$ cat src/rtl/div70x35_seq_if.sv
// Request/result bundle for the 70/35 sequential divider.
// The master drives operands and START; the slave returns the quotient, remainder and status.
interface div70x35_seq_if #(parameter int W = 35);
  logic           start;
  logic [2*W-1:0] prod_in;
  logic [W-1:0]   b_in;
  logic [W-1:0]   q_out;
  logic [W-1:0]   r_out;
  logic           busy;
  logic           done;
  logic           ovf;

  modport master (
    output start, prod_in, b_in,
    input  q_out, r_out, busy, done, ovf
  );

  modport slave (
    input  start, prod_in, b_in,
    output q_out, r_out, busy, done, ovf
  );
endinterface

$ cat src/rtl/div70x35_seq.sv
// Radix-2 restoring divider: 2W-bit dividend / W-bit divisor -> W-bit quotient and remainder.
// Latency W cycles from the accepting edge to DONE (1 cycle on early overflow); START is ignored while busy, not queued.
// Optional macro DIV_OVF_CHECK_EN enables the load-time overflow check and the OVF output.
module div70x35_seq #(
  parameter int W = 35
) (
  input  logic          clk,
  input  logic          rst,
  div70x35_seq_if.slave dif
);

  localparam int CW = $clog2(W);

  typedef enum logic [1:0] {S_IDLE, S_CALC, S_DONE} state_t;

  state_t        state;
  logic [W-1:0]  rem;
  logic [W-1:0]  shreg;
  logic [W-1:0]  div;
  logic [W-1:0]  qreg;
  logic [W-1:0]  q_out_r;
  logic [W-1:0]  r_out_r;
  logic [CW-1:0] cnt;
  logic          busy_r;
  logic          done_r;
  logic          ovf_r;
`ifdef DIV_OVF_CHECK_EN
  logic          ovf_pend;
`endif

  // The partial remainder stays below the divisor, so only its low W bits feed the next shift;
  // the shifted-out MSB survives as t[W] for the compare.
  logic [W:0]   t;
  logic [W-1:0] t_sub;
  logic         qbit;

  always_comb begin
    t     = {rem, shreg[W-1]};
    qbit  = (t >= {1'b0, div});
    t_sub = t[W-1:0] - div;
  end

  always_ff @(posedge clk) begin
    if (rst) begin
      state   <= S_IDLE;
      rem     <= '0;
      shreg   <= '0;
      div     <= '0;
      qreg    <= '0;
      q_out_r <= '0;
      r_out_r <= '0;
      cnt     <= '0;
      busy_r  <= 1'b0;
      done_r  <= 1'b0;
      ovf_r   <= 1'b0;
`ifdef DIV_OVF_CHECK_EN
      ovf_pend <= 1'b0;
`endif
    end else begin
      case (state)
        S_IDLE: begin
          if (dif.start) begin
            rem    <= dif.prod_in[2*W-1:W];
            shreg  <= dif.prod_in[W-1:0];
            div    <= dif.b_in;
            qreg   <= '0;
            cnt    <= '0;
            busy_r <= 1'b1;
            done_r <= 1'b0;
            ovf_r  <= 1'b0;
            state  <= S_CALC;
`ifdef DIV_OVF_CHECK_EN
            ovf_pend <= (dif.prod_in[2*W-1:W] >= dif.b_in);
`endif
          end
        end

        S_CALC: begin
`ifdef DIV_OVF_CHECK_EN
          // Quotient cannot fit in W bits: saturate and skip the iterations.
          if (ovf_pend) begin
            ovf_pend <= 1'b0;
            q_out_r  <= '1;
            r_out_r  <= '0;
            ovf_r    <= 1'b1;
            busy_r   <= 1'b0;
            done_r   <= 1'b1;
            state    <= S_DONE;
          end else
`endif
          begin
            shreg <= shreg << 1;
            rem   <= qbit ? t_sub : t[W-1:0];
            qreg  <= {qreg[W-2:0], qbit};
            cnt   <= cnt + CW'(1);
            if (cnt == CW'(W - 1)) begin
              q_out_r <= {qreg[W-2:0], qbit};
              r_out_r <= qbit ? t_sub : t[W-1:0];
              busy_r  <= 1'b0;
              done_r  <= 1'b1;
              state   <= S_DONE;
            end
          end
        end

        S_DONE: begin
          done_r <= 1'b0;
          state  <= S_IDLE;
        end

        default: state <= S_IDLE;
      endcase
    end
  end

  assign dif.q_out = q_out_r;
  assign dif.r_out = r_out_r;
  assign dif.busy  = busy_r;
  assign dif.done  = done_r;
  assign dif.ovf   = ovf_r;

endmodule

$ cat src/flat_wrapper.sv
// flat-port wrapper written by rule: the top's interface ports become plain ports
module div70x35_seq_flat 
#(
  parameter int W = 35
)
  (clk, rst, dif_start, dif_prod_in, dif_b_in, dif_q_out, dif_r_out, dif_busy, dif_done, dif_ovf);
  div70x35_seq_if #(.W(W)) dif_i ();
  input  logic clk;
  input  logic rst;
  input wire logic [$bits(dif_i.start)-1:0] dif_start;
  input wire logic [$bits(dif_i.prod_in)-1:0] dif_prod_in;
  input wire logic [$bits(dif_i.b_in)-1:0] dif_b_in;
  output wire logic [$bits(dif_i.q_out)-1:0] dif_q_out;
  output wire logic [$bits(dif_i.r_out)-1:0] dif_r_out;
  output wire logic [$bits(dif_i.busy)-1:0] dif_busy;
  output wire logic [$bits(dif_i.done)-1:0] dif_done;
  output wire logic [$bits(dif_i.ovf)-1:0] dif_ovf;
  assign dif_i.start = dif_start;
  assign dif_i.prod_in = dif_prod_in;
  assign dif_i.b_in = dif_b_in;
  assign dif_q_out = dif_i.q_out;
  assign dif_r_out = dif_i.r_out;
  assign dif_busy = dif_i.busy;
  assign dif_done = dif_i.done;
  assign dif_ovf = dif_i.ovf;
  div70x35_seq #(.W(W)) u_core (.clk(clk), .rst(rst), .dif(dif_i));
endmodule
$ cat config.mk
export PLATFORM = sky130hd
export DESIGN_NAME = div70x35_seq_flat
export DESIGN_NICKNAME = d
export VERILOG_FILES = /design/src/rtl/div70x35_seq_if.sv /design/src/rtl/div70x35_seq.sv /design/src/flat_wrapper.sv
export SDC_FILE = /design/constraint.sdc
export NUM_CORES = 1
export LEC_CHECK = 0
export CAP_MARGIN = 20
export CORE_MARGIN = 2
export CORE_UTILIZATION = 48
export CTS_CLUSTER_SIZE = 25
export DETAILED_ROUTE_END_ITERATION = 10
export PLACE_DENSITY = 0.81
export RECOVER_POWER = 25
export SETUP_SLACK_MARGIN = 0.2
export SLEW_MARGIN = 40
export SYNTH_ARGS = -nofsm -noshare
export SYNTH_HDL_FRONTEND = slang
export SYNTH_SLANG_ARGS = --single-unit
$ cat constraint.sdc
create_clock -name clk -period 3.1 [get_ports clk]
set_clock_uncertainty 0.15 [all_clocks]
set_input_delay 0.62 -clock clk [delete_from_list [all_inputs] [get_ports clk]]
set_output_delay 0.62 -clock clk [all_outputs]
set_load 0.01 [all_outputs]
Yosys cells after proc, flatten, opt, wreduce, memory -nomap -nowiden. Index checks and enable logic that the tools add are counted.

$add $sub $neg: 2. $lt $le $gt $ge: 1. Equal/unequal tests: 5. Mux-type cells: 18. Reductions and logical operators: 9.

Operators by type and width (count): 35-bit one-hot mux with 2 select lines (2); 35-bit 2-to-1 mux (3); 34-bit one-hot mux with 2 select lines (1); 36-bit by 35-bit greater-or-equal comparator with 1-bit output (1); 35-bit subtractor (1); 34-bit 2-to-1 mux (1); 6-bit one-hot mux with 2 select lines (1); 2-bit AND reduction (4); 6-bit by 1-bit adder with 6-bit output, second input constant (1); 6-bit == test, second input constant (1); 6-bit 2-to-1 mux (1); 3-bit AND reduction (2); 1-bit 2-to-1 mux (4); 2-bit 2-to-1 mux (2); 2-bit one-hot mux with 2 select lines (1); 1-bit one-hot mux with 3 select lines (1); 3-bit nonzero test (1); 2-bit by 1-bit == test with 1-bit output, second input constant (1); 2-bit == test, second input constant (1); 2-bit logical NOT (1); 2-bit by 1-bit != test with 1-bit output, second input constant (1); 2-bit != test, second input constant (1); 1-bit one-hot mux with 2 select lines (1); 2-bit nonzero test (1).

Register bits: 219. Output and inout bits: 73. Logic and storage cells: 45.

Depth between registers and ports, before layout. Gate-level depths: netlist of run 1.

Depth in word-level cells: 3. Gate-level depth with buffers: 14.

Worst setup path before layout of run 1. Ideal clock, no wire load.

Kind: register to register. Start: register u_core.shreg[34]. End: register u_core.rem[30]. Data arrival time: 2815 ps. Data required time: 2832 ps. Setup slack: 17 ps. Stages on the path, launching flop included: 14. Buffers on the path: 1. Path through: dfxtp_1 inv_1 ha_1 fa_1 nor2b_1 o2111a_1 nor3_2 nor2_1 o21ai_2 o211ai_4 buf_6 mux2_2 o221ai_1 nand2_1.

Cells in the longest elaborated chain, start to end: 3. Elaborated cells on any way between the ends: 4. Those cells by class: 1 x add/sub; 1 x order compare; 2 x mux.

RTL lines: start: declaration (RTL line div70x35_seq.sv:18) `logic [W-1:0] shreg;`; start signal: assignment (RTL line div70x35_seq.sv:64) `shreg <= dif.prod_in[W-1:0];`; start signal: assignment (RTL line div70x35_seq.sv:92) `shreg <= shreg << 1;`; 35-bit subtractor / 36-bit by 35-bit greater-or-equal comparator with 1-bit output (equally long branches) (RTL line div70x35_seq.sv:40, div70x35_seq.sv:39); 35-bit 2-to-1 mux * (RTL line div70x35_seq.sv:93) `rem <= qbit ? t_sub : t[W-1:0];`; 35-bit one-hot mux with 2 select lines * (RTL line div70x35_seq.sv:60) `case (state)`; end signal: assignment (RTL line div70x35_seq.sv:63) `rem <= dif.prod_in[2*W-1:W];`; end signal: assignment (RTL line div70x35_seq.sv:93); end: declaration (RTL line div70x35_seq.sv:17) `logic [W-1:0] rem;`.

Every way passes the cells marked *; elsewhere a longest branch is shown, timed or not. A chain may end at the register's enable or synchronous reset.

Worst setup path in the final report of run 1.
Start: register u_core.div[31]. End: register u_core.r_out_r[26], in the netlist u_core.dif.r_out[26].

Cells in the longest elaborated chain, start to end: 2.

RTL lines: start: declaration (RTL line div70x35_seq.sv:19) `logic [W-1:0] div;`; start signal: assignment (RTL line div70x35_seq.sv:65) `div <= dif.b_in;`; 36-bit by 35-bit greater-or-equal comparator with 1-bit output (RTL line div70x35_seq.sv:39) `qbit = (t >= {1'b0, div});`; 35-bit 2-to-1 mux (RTL line div70x35_seq.sv:98) `r_out_r <= qbit ? t_sub : t[W-1:0];`; end signal: assignment (RTL line div70x35_seq.sv:98); end: declaration (RTL line div70x35_seq.sv:22) `logic [W-1:0] r_out_r;`.

Every way passes these cells.

==> impl_metrics.env, run 1 <==
export IMPL_critical_path_max_fanout=7
export IMPL_place_hpwl_mm=20.72
export IMPL_pwr_share_comb=0.420
export IMPL_switching_power_mw=3.458
export IMPL_drv_slew=0
export IMPL_ys_types=64
export IMPL_synthAdderAreaFrac=0.04589
export IMPL_numCtsBuffers=23
export IMPL_clk_pin_slew_ns=0.06
export IMPL_fin_ws_ns=0.002979
export IMPL_rows=54
export IMPL_cpMaxStageDelayCell="dfxtp_1"
export IMPL_synth_area_per_cell_sq_um=7.931
export IMPL_timing_reg2reg_setup_slack_ns=0.003
export IMPL_synth_edff_count=0
export IMPL_overflow=0
export IMPL_arrival_ns=3.33
export IMPL_yosysMostFrequentCell="nand2_1"
export IMPL_crit_path_cell_trace="inv_1 -> ha_2 -> a21oi_1 -> o21ai_1 -> a21oi_2 -> a21oi_2 -> a2111oi_4 -> o211ai_4 -> buf_6 -> buf_12 -> buf_12 -> buf_16 -> buf_4 -> o21ai_4 -> a211oi_2"
export IMPL_ys_flop_type="dfxtp_1"
export IMPL_totalWireLength_mm=34.65
export IMPL_synth_top_family_by_area="compound AO/OA/AOI/OAI gates"
export IMPL_drc=0
export IMPL_post_route_period_util=0.9990
export IMPL_clockPowerShare=0.274
export IMPL_synthSimpleGateAreaFrac=0.1835
export IMPL_drt_iter0_drc=803
export IMPL_avgViaCountPerCell=5.904
export IMPL_slowest_delay_ns=0.35
export IMPL_synth_area_top_cells="dfxtp_1 42%, nand2_1 10%, a21oi_1 7.0%"
export IMPL_root_buffer="clkbuf_16"
export IMPL_synth_compound_area_frac=0.2463
export IMPL_grt_util_all_layers=0.2666
export IMPL_synthCells=1327
export IMPL_cts_sinks=219
export IMPL_drtPass1Iterations=7
export IMPL_area_growth_pct=42.99
export IMPL_cp_start_kind="flop"
export IMPL_antenna_found_initial=0
export IMPL_clockBufferDepth=3
export IMPL_synth_top_cell_area_share=0.4166
export IMPL_setup_viol=0
export IMPL_routabilityCongestion=0.9710
export IMPL_r2r_start="u_core.div[31]$_SDFFE_PP0P_"
export IMPL_yosys_area_top_type="dfxtp_1"
export IMPL_period_minus_slack_ns=3.097
export IMPL_path_class="reg2reg"
export IMPL_vias=10780
export IMPL_power_total_mw=10.15
export IMPL_synth_xor_area_frac=0.02580
export IMPL_synthesis_area_sq_um=10520
export IMPL_cts_tree="yes"
export IMPL_ys_seq_area_frac=0.4166
export IMPL_async_flop_share=0
export IMPL_numPortBuffers=179
export IMPL_ant_nets=0
export IMPL_post_place_ws_ns=0.01507
export IMPL_ys_top_cells_by_count="283 x nand2_1, 219 x dfxtp_1, 148 x a21oi_1"
export IMPL_p_int_mw=6.687
export IMPL_max_freq_ghz=0.3229
export IMPL_grt_start_max_net_pins=69
export IMPL_cp_required_ns=3.33
export IMPL_yosys_warnings=0
export IMPL_min_from="u_core.dif.q_out[12]$_SDFFE_PP0P_"
export IMPL_seq_power_share=0.306
export IMPL_core_sq_um=21690
export IMPL_grt_first_pass_wirelength_mm=51.63
export IMPL_diodes=0
export IMPL_post_drt_wl_per_cell_um=18.97
export IMPL_status="complete, no violations"
export IMPL_final_hold_viol_count=0
export IMPL_htreeDepth=1
export IMPL_worstSkewPairLatency_ns=0.52
export IMPL_drive_gt1_frac=0.2076
export IMPL_powerDensity_nw_per_um2=674.2
export IMPL_power_leakage_nw=5.746
export IMPL_netSwitchingFraction=0.3408
export IMPL_cap_violations=0
export IMPL_nets=1679
export IMPL_vdd_drop_max_v=0.0003925
export IMPL_die_area_sq_um=23130
export IMPL_r2r_end="u_core.dif.r_out[26]$_SDFFE_PP0P_"
export IMPL_min_to="u_core.dif.q_out[12]$_SDFFE_PP0P_"
export IMPL_maxSlewHeadroom=0.3418
export IMPL_fp_dieW_um=152.1
export IMPL_cts_hold_buf=0
export IMPL_r2r_cells=15
export IMPL_num_io_pins=181
export IMPL_die_h_um=152.1
export IMPL_synth_nets=1473
export IMPL_initial_core_util=0.4852
export IMPL_rsz0062_at_grt="true"
export IMPL_grt_pass1_vias=10240
export IMPL_hp_class="reg2reg"
export IMPL_worst_pin_slew_ns=0.9837
export IMPL_cp_end_kind="flop"
export IMPL_synth_mux_area_frac=0.02580
export IMPL_min_path_cells=2
export IMPL_synth_seq_cells=219
-- logic make-up (layout without fill, tap and decap cells) --
| family | count (synthesis) | count (layout) |
|---|---|---|
| AOI/OAI and AO/OA | 401 | 401 |
| xor gates and xnor gates | 31 | 31 |
| adders and majority gates | 38 | 38 |
| buffers and inverters | 145 | 364 |
| DFF | 219 | 219 |
| muxes | 26 | 26 |
| other | 1 | 1 |
| and+or+nand+nor | 466 | 466 |
-- power groups by stage --
stage	Sequential [mW]	Clock (mW)	Combinational, mW
final	3.10	2.78	4.26
after floorplan	3.09	0	1.88
after detailed placement	3.12	0	2.63
after CTS	3.07	2.82	3.26
after global routing	3.11	2.92	4.47
after global placement	3.11	0	2.60
-- cells in the final DEF (no fill, tap or decap), types with 8 or more instances in the layout --
master / count
dfxtp_2: 17
xor2_1: 9
a21oi_1: 122
ha_4: 20
o21ai_1: 11
o21ai_0: 63
xnor2_1: 18
buf_4: 71
a21o_1: 12
a22o_1: 35
a22oi_1: 9
dlygate4sd3_1: 19
buf_6: 13
nand2_1: 278
inv_1: 47
mux2_4: 9
nor3_1: 13
ha_1: 11
o21a_1: 8
nor2_2: 8
a311oi_1: 36
mux2i_4: 14
nand3_1: 12
dfxtp_1: 201
a21oi_2: 24
nor2_4: 8
nor2_1: 92
clkdlybuf4s50_1: 159
a211oi_2: 8
nand4_1: 9
clkbuf_16: 24
-- worst max-delay path, delay by kind of cell (launching register included) --
kind	cells	cell delay, ns
flops	1	0.35
fa+ha+maj	1	0.34
compound gates	8	1.40
buf+inv	6	0.73
-- flip-flops by register name (all words and copies together), names as in the netlist --
name,flops
u_core.dif.busy,1
u_core.qreg,34
u_core.cnt,6
u_core.dif.r_out,35
u_core.shreg,35
u_core.div,35
u_core.dif.q_out,35
u_core.dif.done,1
u_core.state,2
u_core.rem,35
-- per-stage QoR --
step                      setup TNS, ns  hold slack (ns)  utilization  cell area, sq um  cells
after floorplan                       0           0.2821            -             10570   1327
after global placement                0           0.2932       0.5872             12730   1738
after detailed placement              0           0.2984       0.5874             12740   1738
after CTS                             0           0.3068       0.6504             14110   1803
after global routing            -0.2283           0.3186       0.6938             15050   1826
final                                 0           0.3017       0.6938             15050   1826
-- layer usage --
metal  routed length, um  global-route usage  share of wire  vias to the layer above
li1                    -                   -              -                     5053
met4                1060             0.08990          0.031                        0
met1               14640              0.3609           0.42                     5162
met5                   0                   0              0                        -
met3                2717             0.04735          0.078                       85
met2               16220              0.4318           0.47                      481
-- repair_timing --
item	in CTS	in global routing
gates cloned	4	1
gates resized for setup	68	163
setup endpoints to repair	56	70
pin swaps	14	66
setup buffers	23	22
-- layout make-up --
| cell class | count | area, sq um |
|---|---|---|
| Fill cell | 1583 | 6640 |
| Inverter | 52 | 195.2 |
| Tap cell | 280 | 350.3 |
| Clock buffer | 29 | 648.1 |
| Clock inverter | 9 | 102.6 |
| Timing Repair Buffer | 274 | 2736 |
| Multi-Input combinational cell | 963 | 6606 |
| Sequential cell | 219 | 4409 |
-- worst max-delay path by stage --
stage / slack, ns / cells past startpoint / startpoint / end
after floorplan: 0.21 / 13 / u_core.shreg[34]$_SDFFE_PP0P_ / u_core.rem[14]$_SDFFE_PP0P_
after global placement: 0.07 / 11 / u_core.div[11]$_SDFFE_PP0P_ / u_core.rem[21]$_SDFFE_PP0P_
after detailed placement: 0.02 / 11 / u_core.div[15]$_SDFFE_PP0P_ / u_core.dif.r_out[34]$_SDFFE_PP0P_
after CTS: 0.08 / 11 / u_core.div[15]$_SDFFE_PP0P_ / u_core.dif.r_out[34]$_SDFFE_PP0P_
after global routing: -0.07 / 15 / u_core.shreg[34]$_SDFFE_PP0P_ / u_core.rem[8]$_SDFFE_PP0P_
final: 0.003 / 15 / u_core.div[31]$_SDFFE_PP0P_ / u_core.dif.r_out[26]$_SDFFE_PP0P_
No activity file was read; power rests on OpenSTA's default activity.
==> run 2, diff against run 1 <==
--- a/config.mk
+++ b/config.mk
@@ -5,7 +5,6 @@
 export SDC_FILE = /design/constraint.sdc
 export NUM_CORES = 1
 export LEC_CHECK = 0
-export CAP_MARGIN = 20
 export CORE_MARGIN = 2
 export CORE_UTILIZATION = 48
 export CTS_CLUSTER_SIZE = 25
==> results of run 2 <==
Final layout, timing and power as in run 1 (identical DEF).
==> run 3, diff against run 2 <==
--- a/config.mk
+++ b/config.mk
@@ -6,10 +6,10 @@
 export NUM_CORES = 1
 export LEC_CHECK = 0
 export CORE_MARGIN = 2
-export CORE_UTILIZATION = 48
+export CORE_UTILIZATION = 58
 export CTS_CLUSTER_SIZE = 25
 export DETAILED_ROUTE_END_ITERATION = 10
-export PLACE_DENSITY = 0.81
+export PLACE_DENSITY = 0.91
 export RECOVER_POWER = 25
 export SETUP_SLACK_MARGIN = 0.2
 export SLEW_MARGIN = 40
==> constraint.sdc (replaced) <==
create_clock -name clk -period 3.9 [get_ports clk]
set_clock_uncertainty 0.15 [all_clocks]
set_input_delay 0.78 -clock clk [delete_from_list [all_inputs] [get_ports clk]]
set_output_delay 0.78 -clock clk [all_outputs]
set_load 0.01 [all_outputs]
==> impl_metrics.env, run 3 (synthesis gave the netlist of run 1 again) <==
export IMPL_status="finished with violations"
export IMPL_violations="capacitance limit, slew limit"
export IMPL_die_area_sq_um=19240
export IMPL_cts_hold_buf=0
export IMPL_cts_tree="yes"
export IMPL_critical_path_startpoint="u_core.shreg[34]$_SDFFE_PP0P_"
export IMPL_whs_ns=0.3018
export IMPL_maxSlewHeadroom=-0.2593
export IMPL_r2r_start="u_core.shreg[34]$_SDFFE_PP0P_"
export IMPL_post_route_period_util=0.8813
export IMPL_worst_pin_slew_ns=1.884
export IMPL_cap_violations=1
export IMPL_multiInputGateArea_sq_um=5583
export IMPL_r2r_end="u_core.rem[24]$_SDFFE_PP0P_"
export IMPL_core_sq_um=17900
export IMPL_overflow=0
export IMPL_endpoint="u_core.rem[24]$_SDFFE_PP0P_"
export IMPL_ant_nets=0
export IMPL_layout_commonest_cell="nand2_1"
export IMPL_avgViaCountPerCell=6.030
export IMPL_power_leakage_nw=5.265
export IMPL_rsz0062_at_grt="false"
export IMPL_utilization=0.7383
export IMPL_numPortBuffers=179
export IMPL_initial_core_util=0.5879
export IMPL_totalWireLength_mm=30.78
export IMPL_netSwitchingFraction=0.3249
export IMPL_area_growth_pct=25.59
export IMPL_hp_class="reg2reg"
export IMPL_numCtsBuffers=23
export IMPL_num_io_pins=181
export IMPL_drtPass1Iterations=5
export IMPL_place_hpwl_mm=20.91
export IMPL_drc=0
export IMPL_seq_power_share=0.361
export IMPL_vdd_drop_max_v=0.0003970
export IMPL_final_hold_viol_count=0
export IMPL_clk_pin_slew_ns=0.07
export IMPL_grt_start_max_net_pins=72
export IMPL_root_buffer="clkbuf_16"
export IMPL_post_drt_wl_per_cell_um=18.04
export IMPL_nets=1608
export IMPL_clockBufferDepth=3
export IMPL_arrival_ns=3.62
export IMPL_vias=10290
export IMPL_switching_power_mw=2.190
export IMPL_die_h_um=138.7
export IMPL_max_freq_ghz=0.2909
export IMPL_fp_dieW_um=138.7
export IMPL_setup_viol=0
export IMPL_p_int_mw=4.550
export IMPL_powerDensity_nw_per_um2=510.0
export IMPL_cp_required_ns=4.09
export IMPL_critical_path_max_fanout=11
export IMPL_grt_first_pass_wirelength_mm=50.02
export IMPL_clockPowerShare=0.340
export IMPL_setup_tns_ns=0
export IMPL_period_minus_slack_ns=3.437
export IMPL_antenna_found_initial=0
export IMPL_drt_iter0_drc=832
export IMPL_cts_sinks=219
export IMPL_cp_end_kind="flop"
export IMPL_diodes=0
export IMPL_final_cell_mix="283 x nand2_1, 219 x dfxtp_1, 148 x a21oi_1, 146 x clkdlybuf4s50_1, 103 x nor2_1"
export IMPL_drive_gt1_frac=0.05687
export IMPL_grt_util_all_layers=0.3102
export IMPL_path_class="reg2reg"
export IMPL_htreeDepth=1
export IMPL_rows=49
export IMPL_routabilityCongestion=0.9581
export IMPL_drv_slew=52
export IMPL_timing_reg2reg_setup_slack_ns=0.46
export IMPL_worstSkewPairLatency_ns=0.53
export IMPL_regArea_sq_um=4384
export IMPL_pwr_share_comb=0.299
export IMPL_grt_pass1_vias=10030
export IMPL_cp_start_kind="flop"
export IMPL_r2r_cells=13
export IMPL_num_fill_cells=1286
-- run 3: cell types whose count changed in the layout (fill, tap and decap cells not counted), moves of 13 or more --
cell             previous run  this run
a21oi_1                   122       148
a21oi_2                    24         1
buf_4                      71        21
buf_6                      13         0
clkdlybuf4s50_1           159       146
dfxtp_1                   201       219
dfxtp_2                    17         0
dlygate4sd3_1              19        32
ha_1                       11        37
ha_4                       20         0
mux2i_1                     1        17
mux2i_4                    14         0
-- run 3: layer usage --
layer | global-route usage | wire, um | vias up | part of all wire
met5 | 0 | 0 | - | 0
met4 | 0.1260 | 1183 | 0 | 0.038
met3 | 0.05180 | 2372 | 85 | 0.077
met2 | 0.5138 | 14310 | 454 | 0.46
met1 | 0.4059 | 12910 | 4852 | 0.42
li1 | - | - | 4897 | -
-- run 3: layout make-up --
class	count	area share
repair buffers	203	0.1504
well taps	229	0.02168
inverters	52	0.01477
clock inverters	8	0.01060
flip-flops and latches	219	0.3317
clock buffers	32	0.04838
multi-input cells	963	0.4224
-- run 3: how the worst min path moves through the flow --
stage                     slack [ns]  depth (start not counted)                                 to                         startpoint
after global routing            0.32                          2  u_core.dif.q_out[16]$_SDFFE_PP0P_  u_core.dif.q_out[16]$_SDFFE_PP0P_
final                           0.30                          2  u_core.dif.q_out[28]$_SDFFE_PP0P_  u_core.dif.q_out[28]$_SDFFE_PP0P_
after detailed placement        0.30                          2         u_core.div[3]$_SDFFE_PP0P_         u_core.div[3]$_SDFFE_PP0P_
after CTS                       0.31                          2         u_core.div[8]$_SDFFE_PP0P_         u_core.div[8]$_SDFFE_PP0P_
after global placement          0.29                          2         u_core.div[3]$_SDFFE_PP0P_         u_core.div[3]$_SDFFE_PP0P_
after floorplan                 0.28                          2        u_core.rem[14]$_SDFFE_PP0P_        u_core.rem[14]$_SDFFE_PP0P_
-- run 3: critical path: stages (launching register included) --
cell	delay (ns)
dfxtp_1	0.35
inv_1	0.07
ha_1	0.21
fa_1	0.42
nor2b_1	0.18
o2111a_1	0.25
nor3_2	0.07
nor2_1	0.22
o21ai_2	0.16
o211ai_4	0.33
buf_4	0.25
buf_4	0.19
mux2i_1	0.28
a221oi_1	0.11
-- run 3: repair_timing --
action,in CTS,in global routing
resized for setup,0,0
setup endpoints to repair,0,18
setup buffers,0,2
-- run 3: power by group through the flow --
stage	sequential [mW]	clock, mW	combinational [mW]
finish	2.43	2.29	2.02
global route	2.45	2.38	2.20
CTS	2.43	2.29	1.98
detailed placement	2.48	0	1.96
global placement	2.47	0	1.91
floorplan	2.45	0	1.46
-- run 3: per-stage QoR --
step / setup WS, ns / area [sq um] / instances / power [mW]
4_1_cts: 0.2710 / 13230 / 1704 / 6.696
3_5_place_dp: 0.3899 / 12450 / 1664 / 4.433
2_1_floorplan: 0.8167 / 10520 / 1327 / 3.913
6_report: 0.4628 / 13220 / 1706 / 6.740
5_1_grt: 0.2950 / 13220 / 1706 / 7.031
3_3_place_gp: 0.5177 / 12440 / 1664 / 4.388
